--- config.mk ---
export PLATFORM = sky130hd
export DESIGN_NAME = mac_burst_arbiter
export DESIGN_NICKNAME = d
export VERILOG_FILES = /design/src/rtl/mac_burst_arbiter.sv
export SDC_FILE = /design/constraint.sdc
export NUM_CORES = 1
export LEC_CHECK = 0
export CORE_UTILIZATION = 40
export DETAILED_ROUTE_END_ITERATION = 10
export PLACE_DENSITY = 0.79
export SLEW_MARGIN = 40
export SYNTH_ARGS = -nofsm -noshare
export SYNTH_HDL_FRONTEND = slang
export SYNTH_SLANG_ARGS = --single-unit
export TNS_END_PERCENT = 100
--- constraint.sdc ---
create_clock -name clk -period 2.95 [get_ports clk]
set_clock_uncertainty 0.05 [all_clocks]
set_input_delay 0.885 -clock clk [delete_from_list [all_inputs] [get_ports clk]]
set_output_delay 0.885 -clock clk [all_outputs]
set_load 0.03 [all_outputs]
--- src/rtl/mac_burst_arbiter.sv ---
// Round-robin arbiter that shares one external pipelined multiplier among NREQ
// requesters, accumulating each granted dot-product burst into one tagged result.
module mac_burst_arbiter #(
    parameter  int WIDTH = 8,
    parameter  int NREQ  = 4,
    parameter  int LAT   = 2,
    parameter  int GUARD = 4,
    localparam int ACC_W = 2*WIDTH + GUARD,
    localparam int ID_W  = $clog2(NREQ)
) (
    input  logic                  clk,
    input  logic                  reset,
    input  logic [NREQ-1:0]       req_valid,
    output logic [NREQ-1:0]       req_ready,
    input  logic [NREQ*WIDTH-1:0] req_a,
    input  logic [NREQ*WIDTH-1:0] req_b,
    input  logic [NREQ-1:0]       req_last,
    output logic [WIDTH-1:0]      mul_a,
    output logic [WIDTH-1:0]      mul_b,
    output logic                  mul_valid,
    input  logic [2*WIDTH-1:0]    mul_p,
    output logic                  res_valid,
    input  logic                  res_ready,
    output logic [ACC_W-1:0]      res_data,
    output logic [ID_W-1:0]       res_id,
    output logic                  busy
);

    typedef enum logic [1:0] {IDLE, BURST, DRAIN, RESULT} state_t;

    state_t           state_q, state_d;
    logic [ID_W-1:0]  grant_q, grant_d;
    logic [ID_W-1:0]  last_grant_q, last_grant_d;
    logic [ACC_W-1:0] acc_q, acc_d;
    logic [ACC_W-1:0] res_data_q, res_data_d;
    logic [ID_W-1:0]  res_id_q, res_id_d;
    logic             res_valid_q, res_valid_d;
    logic             busy_q, busy_d;
    logic [LAT-1:0]   vld_p_q, vld_p_d;
    logic [LAT-1:0]   lst_p_q, lst_p_d;

    logic             hs, hs_last, tap, tap_last;
    logic             found;
    logic [ID_W-1:0]  gsel, idx;

    // Unsigned accumulate; carries beyond ACC_W are intentionally dropped.
    function automatic logic [ACC_W-1:0] acc_wrap_add(input logic [ACC_W-1:0] acc,
                                                      input logic [2*WIDTH-1:0] p);
        return acc + ACC_W'(p);
    endfunction

    always_comb begin
        mul_a     = '0;
        mul_b     = '0;
        req_ready = '0;
        for (int i = 0; i < NREQ; i++) begin
            if (grant_q == ID_W'(i)) begin
                mul_a = req_a[i*WIDTH +: WIDTH];
                mul_b = req_b[i*WIDTH +: WIDTH];
                req_ready[i] = (state_q == BURST);
            end
        end
    end

    assign hs        = (state_q == BURST) && req_valid[grant_q];
    assign hs_last   = hs && req_last[grant_q];
    assign mul_valid = hs;
    assign tap       = vld_p_q[LAT-1];
    assign tap_last  = lst_p_q[LAT-1];

    // Round-robin search starting just above the previous winner.
    always_comb begin
        found = 1'b0;
        gsel  = '0;
        idx   = '0;
        for (int k = 1; k <= NREQ; k++) begin
            idx = ID_W'((int'(last_grant_q) + k) % NREQ);
            if (!found && req_valid[idx]) begin
                found = 1'b1;
                gsel  = idx;
            end
        end
    end

    always_comb begin
        vld_p_d[0] = hs;
        lst_p_d[0] = hs_last;
        for (int i = 1; i < LAT; i++) begin
            vld_p_d[i] = vld_p_q[i-1];
            lst_p_d[i] = lst_p_q[i-1];
        end
    end

    always_comb begin
        state_d      = state_q;
        grant_d      = grant_q;
        last_grant_d = last_grant_q;
        acc_d        = tap ? acc_wrap_add(acc_q, mul_p) : acc_q;
        res_data_d   = res_data_q;
        res_id_d     = res_id_q;
        res_valid_d  = res_valid_q;
        case (state_q)
            IDLE: begin
                if (found) begin
                    grant_d      = gsel;
                    last_grant_d = gsel;
                    acc_d        = '0;
                    state_d      = BURST;
                end
            end
            BURST: begin
                if (hs_last) state_d = DRAIN;
            end
            DRAIN: begin
                // The final product lands this cycle; publish the updated sum.
                if (tap && tap_last) begin
                    state_d     = RESULT;
                    res_valid_d = 1'b1;
                    res_data_d  = acc_d;
                    res_id_d    = grant_q;
                end
            end
            RESULT: begin
                if (res_ready) begin
                    state_d     = IDLE;
                    res_valid_d = 1'b0;
                end
            end
            default: state_d = IDLE;
        endcase
        busy_d = (state_d != IDLE);
    end

    always_ff @(posedge clk) begin
        if (reset) begin
            state_q      <= IDLE;
            grant_q      <= '0;
            last_grant_q <= ID_W'(NREQ-1);
            acc_q        <= '0;
            res_data_q   <= '0;
            res_id_q     <= '0;
            res_valid_q  <= 1'b0;
            busy_q       <= 1'b0;
            vld_p_q      <= '0;
            lst_p_q      <= '0;
        end else begin
            state_q      <= state_d;
            grant_q      <= grant_d;
            last_grant_q <= last_grant_d;
            acc_q        <= acc_d;
            res_data_q   <= res_data_d;
            res_id_q     <= res_id_d;
            res_valid_q  <= res_valid_d;
            busy_q       <= busy_d;
            vld_p_q      <= vld_p_d;
            lst_p_q      <= lst_p_d;
        end
    end

    assign res_valid = res_valid_q;
    assign res_data  = res_data_q;
    assign res_id    = res_id_q;
    assign busy      = busy_q;

endmodule
* After elaboration in Yosys (flattened, before gate mapping)
Cells that the tools add are included.
Widths: inputs -> output; s select.
** Operators by class
- $add $sub $neg :: 5
- Magnitude comparators :: 5
- Equal/unequal tests :: 8
- Multiplexer cells :: 43
- Reduce and logical (&&, ||, !) cells :: 16
** Operators with widths (number)
- $mux 8 :: 8
- $mux 20 :: 3
- $add 20x16->20 :: 1
- $mux 1 :: 16
- $mux 2 :: 8
- $lt 2x3->1 const B :: 5
- $bmux 1 s2 :: 6
- $eq 2x2->1 const B :: 4
- $pmux 2 s4 :: 1
- $logic_and 1x1->1 :: 6
- $add 2x1->2 const B :: 2
- $add 2x2->2 const B :: 2
- $eq 2x1->1 const B :: 2
- $logic_not 2->1 :: 2
- $ne 2x2->1 const B :: 2
- $reduce_and 2->1 :: 2
- $reduce_bool 2->1 :: 2
- $logic_not 1->1 :: 3
- $reduce_and 3->1 :: 1
- $pmux 1 s2 :: 1
** Storage, ports and cells
- Register bits after elaboration :: 54
- Output and inout port bits :: 45

* Logic depth before layout (Yosys ltp)
Gate-level depths: netlist of run 1.
- Depth in word-level cells :: 16
- Gate-level depth with buffers :: 9

* Worst setup path before layout of run 1
Ideal clock, no wire load.
- Path type :: input -> register
- From :: input mul_p[0]
- To :: register res_data_q[18] (netlist: res_data[18])
- Library setup time :: 91 ps
- Arrival time :: 2908 ps
- Data required time :: 2809 ps
- Path slack :: -99 ps
- Stages on the path :: 9
- Buffers on the path :: 0
- Path through :: ha_1 inv_1 fa_1 or2b_1 a21o_2 a31oi_4 nor3_2 or4_1 a311oi_1
** On the way
- Word-level cells in the longest chain between the ends :: 2
** Ends and longest elaborated chain
- start: declaration :: line 21 : input logic [2*WIDTH-1:0] mul_p,
- $add 20x16->20 :: line 49 : return acc + ACC_W'(p);
- $mux 20 :: line 98 : acc_d = tap ? acc_wrap_add(acc_q, mul_p) : acc_q;
- end signal: assignment :: line 151 : res_data_q <= res_data_d;
- end: declaration :: line 35 : logic [ACC_W-1:0] res_data_q, res_data_d;
No other way between the ends.
A chain may end at the register's enable or synchronous reset.

* Final worst setup path of run 1
- From :: input req_a[23]
- To :: output mul_a[7]
** On the way
- Word-level cells in the longest chain between the ends :: 2
** Ends and longest elaborated chain
- start: declaration :: line 15 : input logic [NREQ*WIDTH-1:0] req_a,
- $mux 8 (2 in a row) :: line 57 : if (grant_q == ID_W'(i)) begin
- end: declaration :: line 18 : output logic [WIDTH-1:0] mul_a,
No other way between the ends.

==> results of run 1 <==
-- worst paths after layout --
kind,startpoint,endpoint,slack (ns),depth (start not counted)
worst min-delay path,vld_p_q[0]$_SDFF_PP0_,vld_p_q[1]$_SDFF_PP0_,0.41,1
worst max-delay path,req_a[23],mul_a[7],0.002,3
worst min register to register,vld_p_q[0]$_SDFF_PP0_,vld_p_q[1]$_SDFF_PP0_,0.41,1
worst max register to register,acc_q[0]$_SDFF_PP0_,res_data[16]$_SDFFE_PP0P_,0.54,9
-- kinds of logic (layout without fill, tap and decap cells) --
family          count (synthesis)  count (layout)  synth area share (%)
compound gates                108             108                  20.2
xor+xnor                       11              11                  2.82
fa+ha+maj                      17              17                  6.45
buf+inv                        33             217                  4.40
flops                          54              54                  31.6
mux                            29              29                  15.1
simple gates                  138             138                  19.3
-- stage by stage --
step | instances | hold WS (ns)
global route | 679 | 0.417
detailed placement | 669 | 0.385
CTS | 679 | 0.406
global placement | 669 | 0.374
floorplan | 390 | 0.364
finish | 679 | 0.406
-- cells in the final DEF, fill, tap and decap left out, types with 10 or more instances in the layout --
master and instances:
dfxtp_1 53, buf_2 14, buf_4 67, nor2_1 29, mux4_2 18, a21oi_1 46, nand3_1 17, inv_1 10
mux2i_1 10, clkdlybuf4s50_1 109, o21ai_0 13, ha_1 15, nand2_1 51
-- where the power goes --
| group | total (mW) | switching [mW] | internal, mW |
|---|---|---|---|
| sequential | 0.776 | 0.0258 | 0.750 |
| clock | 0.506 | 0.252 | 0.254 |
| combinational | 0.710 | 0.356 | 0.353 |
| total | 1.99 | 0.634 | 1.36 |
-- per-layer routing --
| layer | up-vias | track usage, % | part of all wire, % |
|---|---|---|---|
| li1 | 1817 | - | - |
| met1 | 1783 | 32.7 | 42 |
| met2 | 112 | 44.6 | 52 |
| met3 | 13 | 3.06 | 4.4 |
| met4 | 0 | 6.54 | 1.1 |
| met5 | - | 0 | 0 |
-- flip-flops by register name, indices dropped and copies added, names as in the netlist --
name / flops
acc_q: 20
res_data: 20
grant_q: 2
last_grant_q: 2
lst_p_q: 2
res_id: 2
state_q: 2
vld_p_q: 2
busy: 1
res_valid: 1
-- timing repair --
action,4_1_cts,5_1_grt
endpoints found under the hold margin,0,0
setup buffers,2,0
resized for setup,99,1
pin swaps,9,10
setup endpoints to repair,34,5
-- cell type report --
| type | instances | area [µm²] | area share (%) |
|---|---|---|---|
| Timing Repair Buffer | 199 | 1760 | 33.0 |
| Inverter | 10 | 37.5 | 0.706 |
| Multi-Input combinational cell | 303 | 2200 | 41.4 |
| Tap cell | 105 | 131 | 2.47 |
| Clock buffer | 6 | 72.6 | 1.36 |
| Sequential cell | 54 | 1080 | 20.3 |
| Clock inverter | 2 | 37.5 | 0.706 |
==> results.toml, run 1 <==
[status]
status = "finished clean"

[timing]
period_share_pct = 99.9
fin_ws_ns = 0.00185
relSlewSlack_pct = 68.1
setup_tns_ns = 0
rsz0062_at_grt = "true"
finalSetupViolCount = 0
hold_viol = 0
max_freq_mhz = 339
min_period_ns = 2.95
tightestPinTransition_ns = 0.479
slew_viol_final = 0

[worst_setup_path]
critPathCaptureType = "output pin"
cp_top_family = "buffers and inverters"
start_kind = "primary input"
path_buf_inv = 2
critical_path_required_ns = 2.02
worstPathMaxFanout = 1
crit_arrival_ns = 2.01
slowest_delay_ns = 0.49
crit_path_cell_trace = "clkdlybuf4s50_1 > mux4_2 > buf_4"
crit_slowest_cell = "mux4_2"
path_class = "primary input to output pin"

[floorplanning]
boundaryPins = 136
dieWidth_um = 94.4
dieArea_mm2 = 0.00891
fp.coreArea_mm2 = 0.00826
die_y_um = 94.4
start_util_pct = 41.4
std_cell_rows = 33

[global_routing]
grtUsageTotal_pct = 25.3
grt_max_degree = 20
overflow = 0
grt_pass1_vias = 3648
grt_pass1_wl_um = 17500
antenna_found_initial = 0

[worst_hold_path]
worstHoldPathType = "flip-flop to flip-flop"

[power_and_ir_drop]
p_leak_nw = 2.07
power_density_mw_per_mm2 = 374
p_total_mw = 1.99
irDropWorstVdd_mv = 0.227

[flow_run]
drv_cap = 0

[drt]
routed-via-count = 3725
dr.first_iter.drc_count = 266
drt.antenna.violating_nets = 0
vias_per_cell = 5.49
firstDrtPassIters = 4
wirelength_um = 11400
wl_per_cell_um = 16.8
drc_errors = 0

[logic_synthesis]
ys.warnings.count = 0
synth_top_cell_by_area = "dfxtp_1"
yosysSeqAreaShare_pct = 31.6
synth_cells = 390
synth_common_cells = "dfxtp_1 (54), nand2_1 (51), a21oi_1 (46)"
async_flop_share_pct = 0
synth_flop_cell = "dfxtp_1"
yosysMostFrequentCell = "dfxtp_1"
synth_nets = 498
synth_edf_count = 0
synth-seq-cells = 54
synth_area_mm2 = 0.00342
synth_cell_types = 56
ys_top_cells_by_area = "dfxtp_1 (32%), mux4_2 (12%), a21oi_1 (6.7%), ha_1 (5.9%), nand2_1 (5.6%)"
synth_top_cell_area_share_pct = 31.6
synth_area_per_cell_um2 = 8.76

[finish]
syn_to_final_growth_pct = 55.8
drive_gt1_share_pct = 20.9
fin_area_mm2 = 0.00532
antennaDiodeCount = 0
final_nets = 681
fin_util_pct = 64.4
nFillCells = 716

[clocking]
clk_path_buf_depth = 2
clockRootBuffer = "clkbuf_8"
numCtsBuffers = 5
cts_tree = "built"
h-tree-depth = 2
cts_num_sinks = 54
ctsHoldBuffers = 0
clkLatencyLatePin_ns = 0.31
path_clk_slew_ns = 0.10

[place]
globalplace.congestion = 0.877
post-place-ws_ns = -0.601
placed_area_mm2 = 0.00527
numPortBuffers = 135
detailed_place_hpwl_um = 9080
No activity file was read; power rests on OpenSTA's default activity.
==> run 2, diff against run 1 <==
--- a/config.mk
+++ b/config.mk
@@ -5,6 +5,7 @@
 export SDC_FILE = /design/constraint.sdc
 export NUM_CORES = 1
 export LEC_CHECK = 0
+export CORE_MARGIN = 2
 export CORE_UTILIZATION = 40
 export DETAILED_ROUTE_END_ITERATION = 10
 export PLACE_DENSITY = 0.79
==> run 2 against run 1 <==
  * Worst hold slack improved by 0.00098 ns
  * Global-route usage decreased by 0.53 points
  * Combinational power increased by 2%
  * Largest cell class unchanged
  * Maximum frequency increased by 0.23%
  * Via count increased by 2.9%
  * Sequential power about the same
  * Sequential share of layout area decreased by 0.45 points
  * Largest power group unchanged
  * Utilization increased by 1.5 points
  * Critical path type unchanged
  * Register-to-register slack got worse by 0.07 ns
==> results.toml, run 2 (synthesis gave the netlist of run 1 again) <==
[global_routing]
grt_max_degree = 34
overflow = 0
grtUsageTotal_pct = 24.8
antenna_found_initial = 0
grt_pass1_wl_um = 17900
grt_pass1_vias = 3716

[finish]
multiInputGateArea_mm2 = 0.00227
nFillCells = 692
drive_gt1_share_pct = 23.6
seq_area_mm2 = 0.00108
final_common_cell = "clkdlybuf4s50_1"
fin_util_pct = 65.9
final_cell_mix = "clkdlybuf4s50_1 (106), buf_4 (76), dfxtp_1 (53)"
final_nets = 688
syn_to_final_growth_pct = 59.3
antennaDiodeCount = 0

[timing]
setup_tns_ns = 0
min_period_ns = 2.94
relSlewSlack_pct = 59.8
tightestPinTransition_ns = 0.603
period_share_pct = 99.7
fin_ws_ns = 0.00871
slew_viol_final = 0
finalSetupViolCount = 0
hold_viol = 0
max_freq_mhz = 340

[drt]
dr.first_iter.drc_count = 244
vias_per_cell = 5.59
drc_errors = 0
wirelength_um = 11900
routed-via-count = 3833
firstDrtPassIters = 5
wl_per_cell_um = 17.4
drt.antenna.violating_nets = 0

[worst_setup_path]
crit_path_cell_trace = "clkdlybuf4s50_1 > mux4_2 > buf_4"
crit_arrival_ns = 2.01
critPathCaptureType = "output pin"
path_buf_inv = 2
crit_slowest_cell = "mux4_2"
worst-path-stages = 3
slowest_delay_ns = 0.49
rr_endpoint = "acc_q[14]$_SDFF_PP0_"
path_class = "primary input to output pin"
r2r_cells = 10
critical_path_required_ns = 2.02
start_kind = "primary input"
r2r-start = "acc_q[0]$_SDFF_PP0_"
cp_top_family = "buffers and inverters"
worstPathMaxFanout = 1
ff2ff_setup_slack_ns = 0.47
critical_path.endpoint = "mul_b[6]"
startpoint = "req_b[22]"

[clocking]
cts_num_sinks = 54
clockRootBuffer = "clkbuf_8"
cts_tree = "built"
ctsHoldBuffers = 0
clkLatencyLatePin_ns = 0.31
numCtsBuffers = 5
h-tree-depth = 2
clk_path_buf_depth = 2
path_clk_slew_ns = 0.09

[power_and_ir_drop]
internal_power_mw = 1.36
power.switching_uw = 634
clkPwrFrac_pct = 24.8
p_leak_nw = 2.15
irDropWorstVdd_mv = 0.220
seq_power_share_pct = 38.9
swShare_pct = 31.7
power_density_mw_per_mm2 = 367
combPwrFrac_pct = 36.3

[floorplanning]
std_cell_rows = 33
boundaryPins = 136
dieWidth_um = 96.4
fp.coreArea_mm2 = 0.00826
dieArea_mm2 = 0.00929
die_y_um = 96.4
start_util_pct = 41.4

[worst_hold_path]
hp-start = "res_data[10]$_SDFFE_PP0P_"
worstHoldPathType = "flip-flop to flip-flop"

[status]
status = "finished clean"

[place]
detailed_place_hpwl_um = 9240
globalplace.congestion = 0.859
post-place-ws_ns = -0.646
numPortBuffers = 135

[flow_run]
drv_cap = 0
[run 2: area by class of cell]
class	instances	share of cell area, %
Sequential cell	54	19.9
Tap cell	105	2.41
Multi-Input combinational cell	303	41.7
Timing Repair Buffer	206	33.3
Inverter	10	0.690
Clock buffer	6	1.33
Clock inverter	2	0.690
[run 2: worst min-delay path: stages, from the launching register on]
cell and delay, ns:
dfxtp_1 0.32, nand2_1 0.05, a21oi_1 0.05
[run 2: how the worst min path moves through the flow]
| stage | end | slack, ns | depth (start not counted) |
|---|---|---|---|
| 2_1_floorplan | lst_p_q[1]$_SDFF_PP0_ | 0.36 | 1 |
| 5_1_grt | vld_p_q[1]$_SDFF_PP0_ | 0.44 | 1 |
| 3_3_place_gp | lst_p_q[1]$_SDFF_PP0_ | 0.37 | 1 |
| 3_5_place_dp | vld_p_q[1]$_SDFF_PP0_ | 0.38 | 1 |
| 6_report | res_data[10]$_SDFFE_PP0P_ | 0.41 | 2 |
| 4_1_cts | vld_p_q[1]$_SDFF_PP0_ | 0.41 | 1 |
[run 2: layer usage]
metal	up-vias	track usage (%)	wire (µm)
met2	121	43.8	6330
met4	0	5.99	180
met5	-	0	0
met3	21	3.41	492
li1	1835	-	-
met1	1856	32.1	4930
[run 2: per-stage QoR]
stage / cells / total power, mW / area, µm² / hold slack, ns
after detailed placement: 671 / 1.54 / 5270 / 0.377
after global placement: 671 / 1.52 / 5270 / 0.368
after floorplan: 390 / 1.19 / 3430 / 0.364
after CTS: 684 / 2.00 / 5350 / 0.409
after global routing: 686 / 2.09 / 5440 / 0.435
final: 686 / 2.00 / 5440 / 0.407
[run 2: power groups by stage]
stage	registers [mW]	clock network (mW)	logic, mW
floorplan	0.780	0	0.408
global placement	0.790	0	0.732
detailed placement	0.791	0	0.748
CTS	0.776	0.510	0.713
global route	0.781	0.540	0.768
finish	0.776	0.496	0.725
[run 2: timing repair]
action                                  4_1_cts  5_1_grt
pin swaps                                    10        9
endpoints found under the setup margin       34       12
buffers inserted                              5        2
gates resized for setup                      87       17
==> run 3, diff against run 2 <==
--- a/config.mk
+++ b/config.mk
@@ -5,6 +5,7 @@
 export SDC_FILE = /design/constraint.sdc
 export NUM_CORES = 1
 export LEC_CHECK = 0
+export ABC_CLOCK_PERIOD_IN_PS = 2950
 export CORE_MARGIN = 2
 export CORE_UTILIZATION = 40
 export DETAILED_ROUTE_END_ITERATION = 10
==> results of run 3 <==
Same layout as run 2: the final DEF is identical, and so are final timing and power.
